[src/rtl/uart_tx.sv]
// 8N1 UART transmitter: latches a byte on request while idle and shifts it out
// LSB first at CLK_GOAL clock cycles per bit, with registered line/busy/done outputs.
module uart_tx #(
  parameter int CLK_F    = 50_000_000,
  parameter int UART_BPS = 115200,
  parameter int CLK_GOAL = CLK_F / UART_BPS
) (
  input  logic       clk,
  input  logic       rst_n,
  input  logic       uart_tx_en,
  input  logic [7:0] uart_tx_data,
  output logic       uart_txd,
  output logic       uart_tx_busy,
  output logic       uart_tx_done
);

  localparam int unsigned CNT_W = ($clog2(CLK_GOAL) > 16) ? $clog2(CLK_GOAL) : 16;
  localparam logic [CNT_W-1:0] CNT_LAST = CNT_W'(CLK_GOAL - 1);

  typedef enum logic [1:0] {
    IDLE,
    START,
    DATA,
    STOP
  } state_t;

  state_t           state_q, state_d;
  logic [7:0]       shift_q, shift_d;
  logic [2:0]       bit_cnt_q, bit_cnt_d;
  logic [CNT_W-1:0] clk_cnt_q, clk_cnt_d;
  logic             txd_q, txd_d;
  logic             busy_q, busy_d;
  logic             done_q, done_d;
  logic             bit_end;

  assign bit_end = (clk_cnt_q == CNT_LAST);

  // Outputs are registered, so the next line level is computed one cycle ahead
  // of the state it belongs to (e.g. shift_q[1] while shifting).
  always_comb begin
    state_d   = state_q;
    shift_d   = shift_q;
    bit_cnt_d = bit_cnt_q;
    clk_cnt_d = clk_cnt_q + CNT_W'(1);
    txd_d     = txd_q;
    busy_d    = busy_q;
    done_d    = 1'b0;
    unique case (state_q)
      IDLE: begin
        clk_cnt_d = '0;
        bit_cnt_d = '0;
        txd_d     = 1'b1;
        busy_d    = 1'b0;
        if (uart_tx_en) begin
          shift_d = uart_tx_data;
          txd_d   = 1'b0;
          busy_d  = 1'b1;
          state_d = START;
        end
      end
      START: begin
        if (bit_end) begin
          clk_cnt_d = '0;
          txd_d     = shift_q[0];
          state_d   = DATA;
        end
      end
      DATA: begin
        if (bit_end) begin
          clk_cnt_d = '0;
          shift_d   = shift_q >> 1;
          if (bit_cnt_q == 3'd7) begin
            bit_cnt_d = '0;
            txd_d     = 1'b1;
            state_d   = STOP;
          end else begin
            bit_cnt_d = bit_cnt_q + 3'd1;
            txd_d     = shift_q[1];
          end
        end
      end
      STOP: begin
        if (bit_end) begin
          clk_cnt_d = '0;
          txd_d     = 1'b1;
          busy_d    = 1'b0;
          done_d    = 1'b1;
          state_d   = IDLE;
        end
      end
      default: begin
        clk_cnt_d = '0;
        txd_d     = 1'b1;
        busy_d    = 1'b0;
        state_d   = IDLE;
      end
    endcase
  end

  always_ff @(posedge clk) begin
    if (!rst_n) begin
      state_q   <= IDLE;
      shift_q   <= '0;
      bit_cnt_q <= '0;
      clk_cnt_q <= '0;
      txd_q     <= 1'b1;
      busy_q    <= 1'b0;
      done_q    <= 1'b0;
    end else begin
      state_q   <= state_d;
      shift_q   <= shift_d;
      bit_cnt_q <= bit_cnt_d;
      clk_cnt_q <= clk_cnt_d;
      txd_q     <= txd_d;
      busy_q    <= busy_d;
      done_q    <= done_d;
    end
  end

  assign uart_txd     = txd_q;
  assign uart_tx_busy = busy_q;
  assign uart_tx_done = done_q;

endmodule

[config.mk]
export PLATFORM = sky130hd
export DESIGN_NAME = uart_tx
export DESIGN_NICKNAME = d
export VERILOG_FILES = /design/src/rtl/uart_tx.sv
export SDC_FILE = /design/constraint.sdc
export NUM_CORES = 1
export LEC_CHECK = 0
export ABC_AREA = 1
export BUFFER_PORTS_ARGS = -buffer_cell sky130_fd_sc_hd__buf_2
export CORE_ASPECT_RATIO = 1.5
export CORE_MARGIN = 10
export CORE_UTILIZATION = 58
export CTS_CLUSTER_SIZE = 16
export DETAILED_ROUTE_END_ITERATION = 16
export PLACE_DENSITY_LB_ADDON = 0.12
export SYNTH_ARGS = -nofsm -noshare
export SYNTH_HDL_FRONTEND = slang
export SYNTH_SLANG_ARGS = --single-unit
[constraint.sdc]
create_clock -name clk -period 1.65 [get_ports clk]
set_input_delay 0.33 -clock clk [delete_from_list [all_inputs] [get_ports clk]]
set_output_delay 0.33 -clock clk [all_outputs]
set_load 0.01 [all_outputs]
==> After elaboration in Yosys (flattened, before gate mapping) <==
Index checks and enable logic that the tools add are counted.
Widths: inputs -> output; s select.
{ "totals": {"regBits": 32, "inputBits": 11, "wordCells": 53} }
{ "classes": {"n_addsub": 2, "eq_ne": 10, "n_mux": 24, "n_reduce_logical": 10} }
{ "op_table": {"columns": ["op", "count"], "rows": [
  ["$pmux 16 s2", 1],
  ["$add 16x1->16 const B", 1],
  ["$eq 16x9->1 const B", 1],
  ["$mux 16", 1],
  ["$mux 8", 2],
  ["$pmux 8 s2", 1],
  ["$mux 2", 5],
  ["$ne 2x2->1 const B", 5],
  ["$mux 1", 8],
  ["$pmux 2 s4", 1],
  ["$mux 3", 2],
  ["$pmux 3 s2", 1],
  ["$reduce_and 2->1", 3],
  ["$reduce_and 3->1", 2],
  ["$reduce_and 5->1", 1],
  ["$eq 2x2->1 const B", 2],
  ["$pmux 1 s4", 1],
  ["$reduce_bool 2->1", 2],
  ["$add 3x1->3 const B", 1],
  ["$eq 3x3->1 const B", 1],
  ["$reduce_or 3->1", 1],
  ["$eq 2x1->1 const B", 1],
  ["$logic_not 2->1", 1],
  ["$pmux 1 s2", 1]
]} }

==> Longest topological paths before layout <==
{ "logic_depth": {"ltp_word": 4, "depth_mapped": 10, "depth_no_buf": 9} }

==> Worst setup path before layout <==
No wires, ideal clock.
{ "synth_timing": {"path_kind": "reg-to-reg", "from": "register state_q[0]", "to": "register shift_q[0]", "t_arrival_ns": 1.348, "required_time_ns": 1.537, "setup_slack_ns": 0.189, "stages_incl_launch_ff": 9, "synth_period_minus_slack_ns": 1.461, "path_cell_list": "dfxtp_1 -> inv_1 -> ha_1 -> inv_1 -> or2_1 -> buf_4 -> buf_6 -> a21oi_2 -> nor2_2"} }
{ "synth_between": {"elab_chain_cells": 3} }
{ "synth_lines": {"columns": ["item", "line_no", "rtl"], "rows": [
  ["start: declaration", "27", "state_t state_q, state_d;"],
  ["start signal: assignment", "110", "state_q <= state_d;"],
  ["$eq 2x2->1 or $logic_not 2->1 (tied branches)", "48", "unique case (state_q)"],
  ["$ne 2x2->1 (no source line) or $reduce_bool 2->1 (tied branches)", null, null],
  ["$reduce_and 3->1 (no source line)", null, null],
  ["end signal: assignment", "111", "shift_q <= shift_d;"],
  ["end: declaration", "28", "logic [7:0] shift_q, shift_d;"]
]} }
Several ways; a longest one is shown, not always the timed one.
A chain may end at the register's enable or synchronous reset.

==> Final worst setup path <==
{ "layout_timing": {"from": "register state_q[0]", "to": "register shift_q[1]"} }
Same word-level chain as after synthesis.

==> results_dict.tcl <==
set metrics [dict create \
    port_buffers 13 \
    synth_most_common_cell "nand2_1" \
    ys_warn_count 0 \
    clk_path_buf_depth 2 \
    grt_antenna_before_repair 0 \
    ys_ff_latch 32 \
    yosys.area.top_type "dfxtp_1" \
    synth_cells 221 \
    ios 14 \
    powerDensity_nw_per_um2 1498 \
    grt_pass1_wl_mm 6.085 \
    clk_pin_slew_worst_paths_ns 0.06 \
    hold_end "shift_q[7]" \
    start_util 0.5972 \
    avgSynthCellArea_sq_um 7.790 \
    die_area_sq_um 5592 \
    grt_pass1_vias 1515 \
    detail_route.wl_per_cell_um 12.27 \
    synth_edf_count 0 \
    p_leak_uw 0.0007800 \
    core_sq_um 2883 \
    num_rows 24 \
    ys.flop_type "dfxtp_1" \
    track_usage 0.1352 \
    cts_tree "yes" \
    drc 0 \
    relSlewSlack 0.8424 \
    clock_latency_ns 0.28 \
    worst_ep_arrival_time_ns 1.69 \
    crit_path_end_kind "flop" \
    outcome "finished, final reports clean" \
    slowest_stage "dfxtp_1" \
    drv_slew 0 \
    critical_path.max_fanout 18 \
    max_freq_mhz 661.0 \
    die_w_um 64.49 \
    path_cells "inv_1 > ha_1 > inv_1 > nand2_1 > nand2_4 > nand3_1 > nand2_1 > nor2_1" \
    route.antenna.remaining_nets 0 \
    routed_via_density 5.237 \
    fin_util 0.6706 \
    fin_crit_sh 0.9169 \
    dp_hpwl_mm 2.722 \
    drive_gt1_frac 0.2208 \
    worst_hold_path.num_cells 5 \
    synthArstFlopShare 0 \
    yosys.cell_types.count 33 \
    r2r-end "shift_q[1]" \
    drt_first_pass_iters 6 \
    cts_root_buf "clkbuf_8" \
    wl_mm 3.423 \
    syn_to_final_growth_pct 12.28 \
    clock_skew_ns 0.003358 \
    synth_common_cells "nand2_1 (44), nor2_1 (34), dfxtp_1 (32), nand3_1 (18), inv_1 (14)" \
    finalCriticalPeriod_ns 1.513 \
    seq_area_frac_synth 0.3721 \
    cts_hold_buf 0 \
    synth.area.top_cells "dfxtp_1 (37%), nand2_1 (9.6%), nor2_1 (7.4%)" \
    crit_type "reg -> reg" \
    globalplace.congestion 0.9172 \
    synth_top_area_share 0.3721 \
    cts_sinks 32 \
    r2r-start "state_q[0]" \
    die_h_um 86.73 \
    fin_nets 259 \
    maxCapViolCount 0 \
    grt_max_degree 19 \
    ctsResizeCount 0 \
    diodes 0 \
    grt-ovfl-total 0 \
    r2r_slack_ns 0.14 \
    max_stage_delay_ns 0.37 \
    htreeDepth 2 \
    startpoint_type "flop" \
    netlist_area_sq_um 1722 \
    drt-initial-drc-count 36 \
    required_ns 1.82 \
    setup-tns-final_ns 0 \
    hold_viol 0 \
    synthesis.nets 240 \
    r2r_cells 8 \
    numCtsBuffers 5 \
    vias 1461 \
    post_cts_buffers 0 \
    worst_ir_drop_vdd_mv 1.297 \
    hp-class "in -> reg" \
    worst_slew_pin_slew_ns 0.2362 \
    rsz0062_at_grt "no" \
    setup_viol 0 \
    hold_start "uart_tx_data[7]" \
]
metrics by stage:
step	worst slack, ns	cell area [sq um]	power (uW)	std cells	hold WS (ns)
detailed placement	0.1237	1824	2255	272	0.4602
global route	0.01086	1933	3119	279	0.4078
floorplan	0.1892	1722	2106	221	0.4333
CTS	0.1037	1921	2902	279	0.3846
global placement	0.1975	1824	2189	272	0.4445
finish	0.1371	1933	2897	279	0.3885
layer usage:
layer,track usage,up-vias,part of all wire
met4,0.07617,0,0.027
li1,-,757,-
met1,0.1092,671,0.37
met5,0,-,0
met2,0.2626,21,0.56
met3,0.05426,12,0.046
cells by family after synthesis:
family / synth area share
simple gates: 0.3452
flops: 0.3721
compound gates: 0.09230
buf+inv: 0.07121
fa+ha+maj: 0.05814
mux: 0.04070
xor+xnor: 0.02035
sequential cells by signal, summed over array words and instances (netlist names):
register,count
bit_cnt_q,3
uart_tx_done,1
shift_q,8
state_q,2
clk_cnt_q,16
uart_txd,1
uart_tx_busy,1
layout by cell type (no fill, tap or decap):
master and count:
nand3_2 1, nand2_2 4, a21oi_2 8, dfxtp_1 32
ha_2 1, a211oi_1 1, o21a_1 1, or2_4 1
nand4_1 2, or2_2 2, inv_2 1, clkbuf_8 7
nor2_2 3, xor2_1 2, buf_12 1, nand2_4 1
nand2_1 44, nor2_1 34, buf_2 13, xnor2_1 2
mux2i_1 7, a21oi_1 11, nand3b_1 1, o21ai_0 2
nor2_4 2, buf_4 4, inv_1 14, clkinv_2 1
nand3_4 2, nor3b_1 5, nor3_1 4, nand3_1 18
ha_1 7, o21ai_2 1
worst max-delay path by stage:
stage	cells past startpoint	end	slack, ns	from
after floorplan	8	shift_q[0]	0.19	state_q[0]
after global placement	7	shift_q[0]	0.20	state_q[0]
after detailed placement	7	shift_q[0]	0.12	state_q[0]
after CTS	7	clk_cnt_q[3]	0.10	clk_cnt_q[1]
after global routing	8	shift_q[5]	0.01	state_q[0]
final	8	shift_q[1]	0.14	state_q[0]
worst max-delay path, delay by kind of cell (launching register included):
family / cells / cell delay [ns]
buffers and inverters: 2 / 0.20
DFF: 1 / 0.37
adders and majority gates: 1 / 0.24
and+or+nand+nor: 5 / 0.59
area by class of cell:
class | instances | area [sq um]
clock buffer | 7 | 96.34
multi-input combinational | 167 | 970.9
tap | 39 | 48.80
inverter | 16 | 61.31
fill | 265 | 949.7
timing repair buffer | 18 | 115.1
sequential | 32 | 640.6
report_power, final:
| part | leakage, uW | switching (uW) | total [uW] | internal [uW] |
|---|---|---|---|---|
| registers | 0.000261 | 126 | 1070 | 942 |
| clock network | 0.0000503 | 264 | 634 | 371 |
| logic | 0.000469 | 707 | 1190 | 488 |
Note: power is estimated with default switching activity, not from simulation.
